$ cat src/rtl/fpa_param_if.sv
// Handshake and operand bus for the parametrised floating-point adder.
// The master drives the operands and the go pulse; the slave returns the
// status and the result.
interface fpa_param_if #(
   parameter int EXP_W = 3,
   parameter int MAN_W = 4
);
   localparam int W = 1 + EXP_W + MAN_W;

   logic         go;
   logic         sub;
   logic [W-1:0] a;
   logic [W-1:0] b;
   logic         busy;
   logic         done;
   logic [W-1:0] sum;
   logic         ovf;
   logic         unf;

   modport master (output go, sub, a, b, input busy, done, sum, ovf, unf);
   modport slave  (input go, sub, a, b, output busy, done, sum, ovf, unf);
endinterface

$ cat src/rtl/fpa_param.sv
// Sequential floating-point adder/subtractor with generic exponent and
// mantissa widths.
// The operands are aligned one bit per cycle. One cycle adds or subtracts
// the significands. The result is then normalised one bit per cycle.
// Overflow saturates the result and underflow flushes it to +0.
module fpa_param #(
   parameter int EXP_W = 3,
   parameter int MAN_W = 4
) (
   input  logic         clk,
   input  logic         clr,
   fpa_param_if.slave   bus
);
   localparam int W     = 1 + EXP_W + MAN_W;
   localparam int SIG_W = MAN_W + 2;

   typedef enum logic [2:0] {IDLE, ALIGN, ADD, NORM, DONE} state_t;

   state_t             state_q, state_d;
   logic               sign_q, sign_d;
   logic               eff_sub_q, eff_sub_d;
   logic [EXP_W-1:0]   exp_q, exp_d;
   logic [EXP_W-1:0]   d_q, d_d;
   logic [SIG_W-1:0]   x_q, x_d;
   logic [SIG_W-1:0]   y_q, y_d;
   logic [W-1:0]       sum_q, sum_d;
   logic               ovf_q, ovf_d;
   logic               unf_q, unf_d;

   logic                     a_sign, b_sign;
   logic [EXP_W-1:0]         a_exp, b_exp;
   logic [SIG_W-1:0]         a_sig, b_sig;
   logic [EXP_W+SIG_W-1:0]   a_mag, b_mag;

   // Unpack the operands. A zero exponent forces a zero significand.
   // The sign of b is flipped for subtraction.
   always_comb begin
      a_sign = bus.a[W-1];
      b_sign = bus.b[W-1] ^ bus.sub;
      a_exp  = bus.a[W-2:MAN_W];
      b_exp  = bus.b[W-2:MAN_W];
      a_sig  = (a_exp == '0) ? '0 : {2'b01, bus.a[MAN_W-1:0]};
      b_sig  = (b_exp == '0) ? '0 : {2'b01, bus.b[MAN_W-1:0]};
      a_mag  = {a_exp, a_sig};
      b_mag  = {b_exp, b_sig};
   end

   // State and datapath registers; clr wins over everything.
   always_ff @(posedge clk) begin
      if (clr) begin
         state_q   <= IDLE;
         sign_q    <= 1'b0;
         eff_sub_q <= 1'b0;
         exp_q     <= '0;
         d_q       <= '0;
         x_q       <= '0;
         y_q       <= '0;
         sum_q     <= '0;
         ovf_q     <= 1'b0;
         unf_q     <= 1'b0;
      end else begin
         state_q   <= state_d;
         sign_q    <= sign_d;
         eff_sub_q <= eff_sub_d;
         exp_q     <= exp_d;
         d_q       <= d_d;
         x_q       <= x_d;
         y_q       <= y_d;
         sum_q     <= sum_d;
         ovf_q     <= ovf_d;
         unf_q     <= unf_d;
      end
   end

   // Next-state and datapath sequencing through capture, align, add and normalise.
   always_comb begin
      state_d   = state_q;
      sign_d    = sign_q;
      eff_sub_d = eff_sub_q;
      exp_d     = exp_q;
      d_d       = d_q;
      x_d       = x_q;
      y_d       = y_q;
      sum_d     = sum_q;
      ovf_d     = ovf_q;
      unf_d     = unf_q;
      case (state_q)
         IDLE, DONE: begin
            if (bus.go) begin
               state_d   = ALIGN;
               ovf_d     = 1'b0;
               unf_d     = 1'b0;
               eff_sub_d = a_sign ^ b_sign;
               if (a_mag >= b_mag) begin
                  sign_d = a_sign;
                  exp_d  = a_exp;
                  x_d    = a_sig;
                  y_d    = b_sig;
                  d_d    = a_exp - b_exp;
               end else begin
                  sign_d = b_sign;
                  exp_d  = b_exp;
                  x_d    = b_sig;
                  y_d    = a_sig;
                  d_d    = b_exp - a_exp;
               end
            end
         end
         ALIGN: begin
            if (d_q == '0) begin
               state_d = ADD;
            end else if (int'(d_q) > MAN_W + 1) begin
               y_d = '0;
               d_d = '0;
            end else begin
               y_d = y_q >> 1;
               d_d = d_q - EXP_W'(1);
            end
         end
         ADD: begin
            x_d     = eff_sub_q ? (x_q - y_q) : (x_q + y_q);
            state_d = NORM;
         end
         NORM: begin
            if (x_q == '0) begin
               sum_d   = '0;
               state_d = DONE;
            end else if (x_q[SIG_W-1]) begin
               if (exp_q == {EXP_W{1'b1}}) begin
                  sum_d   = {sign_q, {EXP_W{1'b1}}, {MAN_W{1'b1}}};
                  ovf_d   = 1'b1;
                  state_d = DONE;
               end else begin
                  x_d   = x_q >> 1;
                  exp_d = exp_q + EXP_W'(1);
               end
            end else if (!x_q[MAN_W]) begin
               if (exp_q == EXP_W'(1)) begin
                  sum_d   = '0;
                  unf_d   = 1'b1;
                  state_d = DONE;
               end else begin
                  x_d   = x_q << 1;
                  exp_d = exp_q - EXP_W'(1);
               end
            end else begin
               sum_d   = {sign_q, exp_q, x_q[MAN_W-1:0]};
               state_d = DONE;
            end
         end
         default: state_d = IDLE;
      endcase
   end

   // Status outputs decoded from the state; the result and flags come straight from registers.
   always_comb begin
      bus.busy = (state_q == ALIGN) || (state_q == ADD) || (state_q == NORM);
      bus.done = (state_q == DONE);
      bus.sum  = sum_q;
      bus.ovf  = ovf_q;
      bus.unf  = unf_q;
   end
endmodule

$ cat src/flat_wrapper.sv
// flat-port wrapper written by rule: the top's interface ports become plain ports
module fpa_param_flat 
#(
   parameter int EXP_W = 3,
   parameter int MAN_W = 4
)
  (clk, clr, bus_go, bus_sub, bus_a, bus_b, bus_busy, bus_done, bus_sum, bus_ovf, bus_unf);
  fpa_param_if #(.EXP_W(EXP_W), .MAN_W(MAN_W)) bus_i ();
  input  logic clk;
  input  logic clr;
  input wire logic [$bits(bus_i.go)-1:0] bus_go;
  input wire logic [$bits(bus_i.sub)-1:0] bus_sub;
  input wire logic [$bits(bus_i.a)-1:0] bus_a;
  input wire logic [$bits(bus_i.b)-1:0] bus_b;
  output wire logic [$bits(bus_i.busy)-1:0] bus_busy;
  output wire logic [$bits(bus_i.done)-1:0] bus_done;
  output wire logic [$bits(bus_i.sum)-1:0] bus_sum;
  output wire logic [$bits(bus_i.ovf)-1:0] bus_ovf;
  output wire logic [$bits(bus_i.unf)-1:0] bus_unf;
  assign bus_i.go = bus_go;
  assign bus_i.sub = bus_sub;
  assign bus_i.a = bus_a;
  assign bus_i.b = bus_b;
  assign bus_busy = bus_i.busy;
  assign bus_done = bus_i.done;
  assign bus_sum = bus_i.sum;
  assign bus_ovf = bus_i.ovf;
  assign bus_unf = bus_i.unf;
  fpa_param #(.EXP_W(EXP_W), .MAN_W(MAN_W)) u_core (.clk(clk), .clr(clr), .bus(bus_i));
endmodule
$ cat config.mk
export PLATFORM = sky130hd
export DESIGN_NAME = fpa_param_flat
export DESIGN_NICKNAME = d
export VERILOG_FILES = /design/src/rtl/fpa_param_if.sv /design/src/rtl/fpa_param.sv /design/src/flat_wrapper.sv
export SDC_FILE = /design/constraint.sdc
export NUM_CORES = 1
export LEC_CHECK = 0
export BUFFER_PORTS_ARGS = -buffer_cell sky130_fd_sc_hd__buf_4
export CAP_MARGIN = 10
export CORE_MARGIN = 2
export CORE_UTILIZATION = 64
export CTS_CLUSTER_SIZE = 40
export DETAILED_ROUTE_END_ITERATION = 7
export GPL_ROUTABILITY_DRIVEN = 1
export PLACE_DENSITY = 0.86
export REMOVE_ABC_BUFFERS = 1
export SLEW_MARGIN = 20
export SYNTH_ARGS = -nofsm -noshare
export SYNTH_HDL_FRONTEND = slang
export SYNTH_SLANG_ARGS = --single-unit
$ cat constraint.sdc
create_clock -name clk -period 8 [get_ports clk]
set_clock_uncertainty 0.05 [all_clocks]
set_input_delay 0.8 -clock clk [delete_from_list [all_inputs] [get_ports clk]]
set_output_delay 0.8 -clock clk [all_outputs]
set_load 0.005 [all_outputs]
==> flow_metrics.py, run 1 <==
metrics = {
    "clock_tree": {
        "cts_buffers": 5,
        "clock_sinks": 32,
        "cts_root_buf": "clkbuf_8",
        "cts_max_level": 2,
        "clk_pin_slew_worst_paths_ns": 0.07,
        "cts_tree": "done",
        "clock_latency_ns": 0.30,
        "post-cts-setup-buffers": 0,
        "cts_hold_buf": 0,
        "clock_path_buffers": 2,
        "ctsResizeCount": 0,
    },
    "synth": {
        "synth_area_sq_mm": 0.00276,
        "syn_area_per_cell_sq_um": 8.42,
        "synth_edf_count": 0,
        "ys_ff_latch": 32,
        "synth_top_area_share": 0.232,
        "synth_top_cell_by_area": "dfxtp_1",
        "yosysWarningCount": 0,
        "ys_top_cells_by_count": "dfxtp_1, nand2_1, inv_1",
        "synth_async_sr_flop_share": 0,
        "synth.most_common_cell": "dfxtp_1",
        "synth_flop_cell": "dfxtp_1",
        "synth_seq_area_share": 0.232,
        "synth.area.top_cells": "dfxtp_1, ha_1, mux2i_1",
        "ys_types": 61,
        "synth_cells": 328,
    },
    "sta": {
        "final_hold_viol_count": 0,
        "tightest_slew_ns": 1.02,
        "tns_ns": 0,
        "fin_crit_sh": 0.448,
        "slew_headroom": 0.320,
        "fin_crit_ns": 3.58,
        "finalMaxSlewViolations": 0,
        "finalSetupViolCount": 0,
        "max_freq_mhz": 279,
        "rsz0062_at_grt": "false",
    },
    "floorplanning": {
        "num_rows": 23,
        "coreArea_sq_mm": 0.00409,
        "start_util": 0.675,
        "dieWidth_microns": 69.7,
        "die_h_microns": 69.7,
        "io_pins": 32,
        "dieArea_sq_mm": 0.00485,
    },
    "setup_path": {
        "critPathArrivalTime_ns": 3.74,
        "endpoint_kind": "flip-flop",
        "critPathLaunchType": "input port",
        "reg2reg_to": "u_core.state_q[0]",
        "startpoint": "bus_a[5]",
        "worst_ep_required_time_ns": 8.16,
        "path_max_fanout": 18,
        "max_stage_delay_ns": 0.83,
        "reg2reg_depth": 5,
        "reg2reg_from": "u_core.state_q[0]",
        "cp_cell_sequence": "buf_4 -> or3_1 -> and2_1 -> ha_1 -> a21oi_1 -> o21ai_0 -> a21oi_2 -> mux2_2 -> a211oi_1",
        "r2r_slack_ns": 5.16,
        "criticalPathCategory": "in2reg",
        "cp_top_family": "compound AO/OA/AOI/OAI gates",
        "critPathSlowestCell": "a21oi_2",
        "path_buf_inv": 1,
    },
    "routing": {
        "drt_iter0_markers": 240,
        "wl_per_cell_microns": 16.7,
        "drc": 0,
        "vias_per_cell": 6.31,
        "dr_wl_met3_microns": 546,
        "wl_microns": 6720,
        "drtAntennaViolNets": 0,
        "wl_met2_microns": 3140,
        "top_layer": "met4",
        "met1Wirelength_microns": 2900,
        "dr.pass1.iters": 5,
        "vias": 2536,
    },
    "layout": {
        "antenna_cells": 0,
        "post-route-cell-area_sq_mm": 0.00307,
        "syn_to_final_growth_pct": 11.4,
        "nets": 397,
        "fill_cells": 294,
        "drive_gt1_frac": 0.207,
    },
    "global_routing": {
        "grt_pass1_wl_microns": 11200,
        "antenna_found_initial": 0,
        "grt_max_degree": 29,
        "grt_overflow": 0,
        "grt_usage": 0.288,
        "first_global_vias": 2409,
    },
    "power": {
        "p_leak_uw": 0.00131,
        "power_uw": 952,
        "ir_drop_mv": 0.188,
        "p_per_area_mw_per_mm2": 310,
    },
    "placement": {
        "io_buffers": 31,
        "dpl_cell_area_sq_mm": 0.00297,
        "routabilityCongestion": 0.911,
        "place.detailed.hpwl_microns": 5030,
    },
    "min_path": {
        "min_to": "u_core.bus.sum[7]",
        "min_from": "u_core.bus.sum[7]",
        "holdPathStages": 2,
        "hold_class": "reg2reg",
    },
    "job": {
        "cap_violations": 0,
    },
    "run_status": {
        "status": "finished, final reports clean",
    },
}
-- how the worst max path moves through the flow --
| stage | endpoint | slack (ns) | cells after the start |
|---|---|---|---|
| floorplan | u_core.d_q[1] | 4.63 | 8 |
| global placement | u_core.d_q[1] | 4.29 | 9 |
| detailed placement | u_core.d_q[1] | 4.15 | 9 |
| CTS | u_core.d_q[1] | 4.45 | 9 |
| global route | u_core.x_q[1] | 4.27 | 9 |
| finish | u_core.d_q[1] | 4.42 | 9 |
-- worst min-delay path: cells and delay by family, from the launching register on --
kind / cells / cell delay [ns]
DFF: 1 / 0.31
and+or+nand+nor: 1 / 0.09
AOI/OAI and AO/OA: 1 / 0.05
-- through the flow --
stage | hold WS (ns) | util | std cells | worst slack [ns]
after global routing | 0.445 | 0.752 | 402 | 4.27
after floorplan | 0.410 | - | 313 | 4.63
after CTS | 0.438 | 0.752 | 402 | 4.45
after detailed placement | 0.426 | 0.726 | 394 | 4.15
final | 0.437 | 0.752 | 402 | 4.42
after global placement | 0.418 | 0.726 | 394 | 4.29
-- flip-flops by register name, summed over array words and instances (netlist names) --
signal / count
u_core.bus.sum: 8
u_core.x_q: 6
u_core.y_q: 5
u_core.d_q: 3
u_core.exp_q: 3
u_core.state_q: 3
u_core.bus.ovf: 1
u_core.bus.unf: 1
u_core.eff_sub_q: 1
u_core.sign_q: 1
-- metal layers --
layer,GRT usage,up-vias
met1,0.367,1166
met2,0.482,120
li1,-,1230
met4,0.0897,0
met5,0,-
met3,0.0669,20
-- cell type report --
class / count / area, sq um / share of cell area
clock buffer: 6 / 72.6 / 0.0236
clock inverter: 2 / 35.0 / 0.0114
inverter: 26 / 97.6 / 0.0317
multi-input combinational: 255 / 1930 / 0.629
sequential: 32 / 641 / 0.208
tap: 50 / 62.6 / 0.0204
timing repair buffer: 31 / 233 / 0.0757
-- logic make-up (layout without fill, tap and decap cells) --
logic type,Yosys count,after routing,synth area share
compound gates,86,86,0.255
flops,32,32,0.232
simple gates,111,111,0.207
buf+inv,41,65,0.0675
fa+ha+maj,26,26,0.126
mux,19,19,0.0716
xor+xnor,13,13,0.0413
-- power breakdown --
part	internal, uW	switching [uW]
Combinational	234	285
Sequential	199	76.4
Clock	92.4	65.5
Total	525	426
-- cells in the final DEF (no fill, tap or decap), types with 2 or more instances in the layout --
| cell type | n |
|---|---|
| dfxtp_1 | 32 |
| buf_4 | 31 |
| nand2_1 | 29 |
| inv_1 | 25 |
| nor2_1 | 24 |
| ha_1 | 23 |
| a21oi_1 | 14 |
| mux2i_1 | 13 |
| o21ai_0 | 11 |
| nor3_1 | 10 |
| xnor2_1 | 9 |
| a31oi_1 | 9 |
| nand2b_1 | 7 |
| nand3_1 | 7 |
| o22ai_1 | 7 |
| nor2_2 | 7 |
| a211oi_2 | 7 |
| and2_1 | 6 |
| mux2_2 | 6 |
| nor2b_1 | 5 |
| clkbuf_8 | 5 |
| or3_1 | 4 |
| xor2_1 | 4 |
| a211oi_1 | 4 |
| o221ai_1 | 3 |
| a21oi_2 | 3 |
| o21a_1 | 3 |
| o211a_1 | 3 |
| fa_1 | 3 |
| nor3b_2 | 2 |
| o32ai_1 | 2 |
| a311oi_4 | 2 |
| o211ai_1 | 2 |
| and3_1 | 2 |
| a2111oi_2 | 2 |
Note: power is estimated with default switching activity, not from simulation.
==> run 2: changes to the inputs <==
CORE_UTILIZATION = 53   (was 64)
PLACE_DENSITY = 0.76   (was 0.86)
clock period = 3.08 ns   (was 8 ns; I/O delays follow)
==> run 2 against run 1 <==
Largest cell class unchanged. Sequential cell count unchanged. Clock power increased to 2.5 times the previous value. First-iteration DRC count decreased by 24%. Global-route usage decreased by 5.0 points. Register-to-register slack got worse by 4.6 ns. Via count decreased by 2.5%. Count of clock-buffer cells in the layout unchanged. Cell count increased by 6.0%. Final area increased by 2.2%. Combinational power increased to 2.7 times the previous value.
==> flow_metrics.py, run 2 (synthesis results as in run 1) <==
metrics = {
    "clock_tree": {
        "clk_pin_slew_worst_paths_ns": 0.07,
        "cts_hold_buf": 0,
        "cts_buffers": 5,
        "cts_tree": "done",
        "cts_root_buf": "clkbuf_8",
        "clock_sinks": 32,
        "ctsResizeCount": 0,
        "post-cts-setup-buffers": 0,
        "clock_path_buffers": 2,
        "cts_max_level": 2,
        "clock_latency_ns": 0.29,
    },
    "global_routing": {
        "first_global_vias": 2385,
        "grt.met1_usage": 0.315,
        "grt_usage": 0.238,
        "grt_pass1_wl_microns": 11300,
        "busiest_layer": "met2",
        "grt_max_degree": 29,
        "grt_overflow": 0,
        "antenna_found_initial": 0,
        "grt.met2_usage": 0.415,
        "use_met3": 0.0355,
    },
    "sta": {
        "fin_crit_ns": 2.58,
        "finalMaxSlewViolations": 0,
        "whs_ns": 0.272,
        "tightest_slew_ns": 0.647,
        "max_freq_mhz": 387,
        "finalSetupViolCount": 0,
        "fin_crit_sh": 0.838,
        "tns_ns": 0,
        "slew_headroom": 0.568,
        "final_hold_viol_count": 0,
        "rsz0062_at_grt": "false",
    },
    "setup_path": {
        "endpoint_kind": "flip-flop",
        "criticalPathCategory": "in2reg",
        "reg2reg_to": "u_core.x_q[4]",
        "reg2reg_from": "u_core.y_q[0]",
        "reg2reg_depth": 9,
        "path_max_fanout": 18,
        "worst_ep_required_time_ns": 3.24,
        "critPathLaunchType": "input port",
        "critPathArrivalTime_ns": 2.74,
        "r2r_slack_ns": 0.61,
        "startpoint": "bus_a[5]",
    },
    "routing": {
        "vias_per_cell": 5.80,
        "drtAntennaViolNets": 0,
        "drt_iter0_markers": 182,
        "dr.pass1.iters": 4,
        "wl_microns": 6710,
        "drc": 0,
        "vias": 2472,
        "wl_per_cell_microns": 15.8,
    },
    "power": {
        "ir_drop_mv": 0.422,
        "p_leak_uw": 0.00133,
        "p_per_area_mw_per_mm2": 789,
        "power_uw": 2480,
    },
    "layout": {
        "drive_gt1_frac": 0.216,
        "largest_reg_flops": 8,
        "final_common_cell": "buf_4",
        "syn_to_final_growth_pct": 13.8,
        "post-route-cell-area_sq_mm": 0.00314,
        "mostFrequentLayoutCells": "buf_4, dfxtp_1, nand2_1",
        "nets": 401,
        "antenna_cells": 0,
    },
    "min_path": {
        "holdPathStages": 3,
        "min_to": "u_core.exp_q[0]",
        "hold_class": "in2reg",
        "min_from": "bus_b[4]",
    },
    "placement": {
        "io_buffers": 31,
        "routabilityCongestion": 0.943,
        "place.detailed.hpwl_microns": 5170,
        "dpl_cell_area_sq_mm": 0.00303,
    },
    "run_status": {
        "status": "finished, final reports clean",
    },
    "floorplanning": {
        "die_h_microns": 76.2,
        "num_rows": 26,
        "coreArea_sq_mm": 0.00507,
        "dieWidth_microns": 76.2,
        "io_pins": 32,
        "start_util": 0.544,
        "dieArea_sq_mm": 0.00580,
    },
    "job": {
        "cap_violations": 0,
    },
}
[run 2: cell count changes in the layout (fill, tap and decap cells not counted)]
cell    before  now
buf_12       0    1
buf_4       31   34
[run 2: report_power, final]
group          switching, uW  internal [uW]  leakage [uW]  total [uW]
sequential               167            518      0.000262         685
combinational            773            621       0.00101        1390
clock                    161            240     0.0000552         401
total                   1100           1380       0.00133        2480
[run 2: area by class of cell]
class                           count  area [sq um]
Tap cell                           70          87.6
Fill cell                         471          1930
Inverter                           26          97.6
Clock inverter                      2          35.0
Sequential cell                    32           641
Multi-Input combinational cell    255          1930
Clock buffer                        6          72.6
Timing Repair Buffer               35           275
[run 2: metrics by stage]
| step | utilization | setup WS, ns | instances |
|---|---|---|---|
| 2_1_floorplan | - | 0.201 | 313 |
| 3_3_place_gp | 0.598 | 0.333 | 418 |
| 3_5_place_dp | 0.598 | 0.187 | 418 |
| 4_1_cts | 0.619 | 0.511 | 426 |
| 5_1_grt | 0.619 | 0.360 | 426 |
| 6_report | 0.619 | 0.498 | 426 |
[run 2: worst max path at each step]
| stage | endpoint | slack [ns] | cells past startpoint |
|---|---|---|---|
| after floorplan | u_core.d_q[1] | 0.20 | 8 |
| after global placement | u_core.d_q[1] | 0.33 | 10 |
| after detailed placement | u_core.d_q[1] | 0.19 | 10 |
| after CTS | u_core.d_q[1] | 0.51 | 10 |
| after global routing | u_core.d_q[1] | 0.36 | 10 |
| final | u_core.d_q[1] | 0.50 | 10 |
[run 2: per-layer routing]
layer  wire length [microns]  share of wire
met5                       0              0
met4                      68          0.010
met3                     281          0.042
met2                    3210           0.48
met1                    3160           0.47
[run 2: critical path, cell delays in order]
cell      delay [ns]
buf_4           0.13
or3_1           0.49
and2_1          0.24
ha_1            0.32
a21oi_1         0.13
o21ai_0         0.15
a21oi_2         0.22
buf_12          0.18
mux2_2          0.35
a211oi_1        0.22
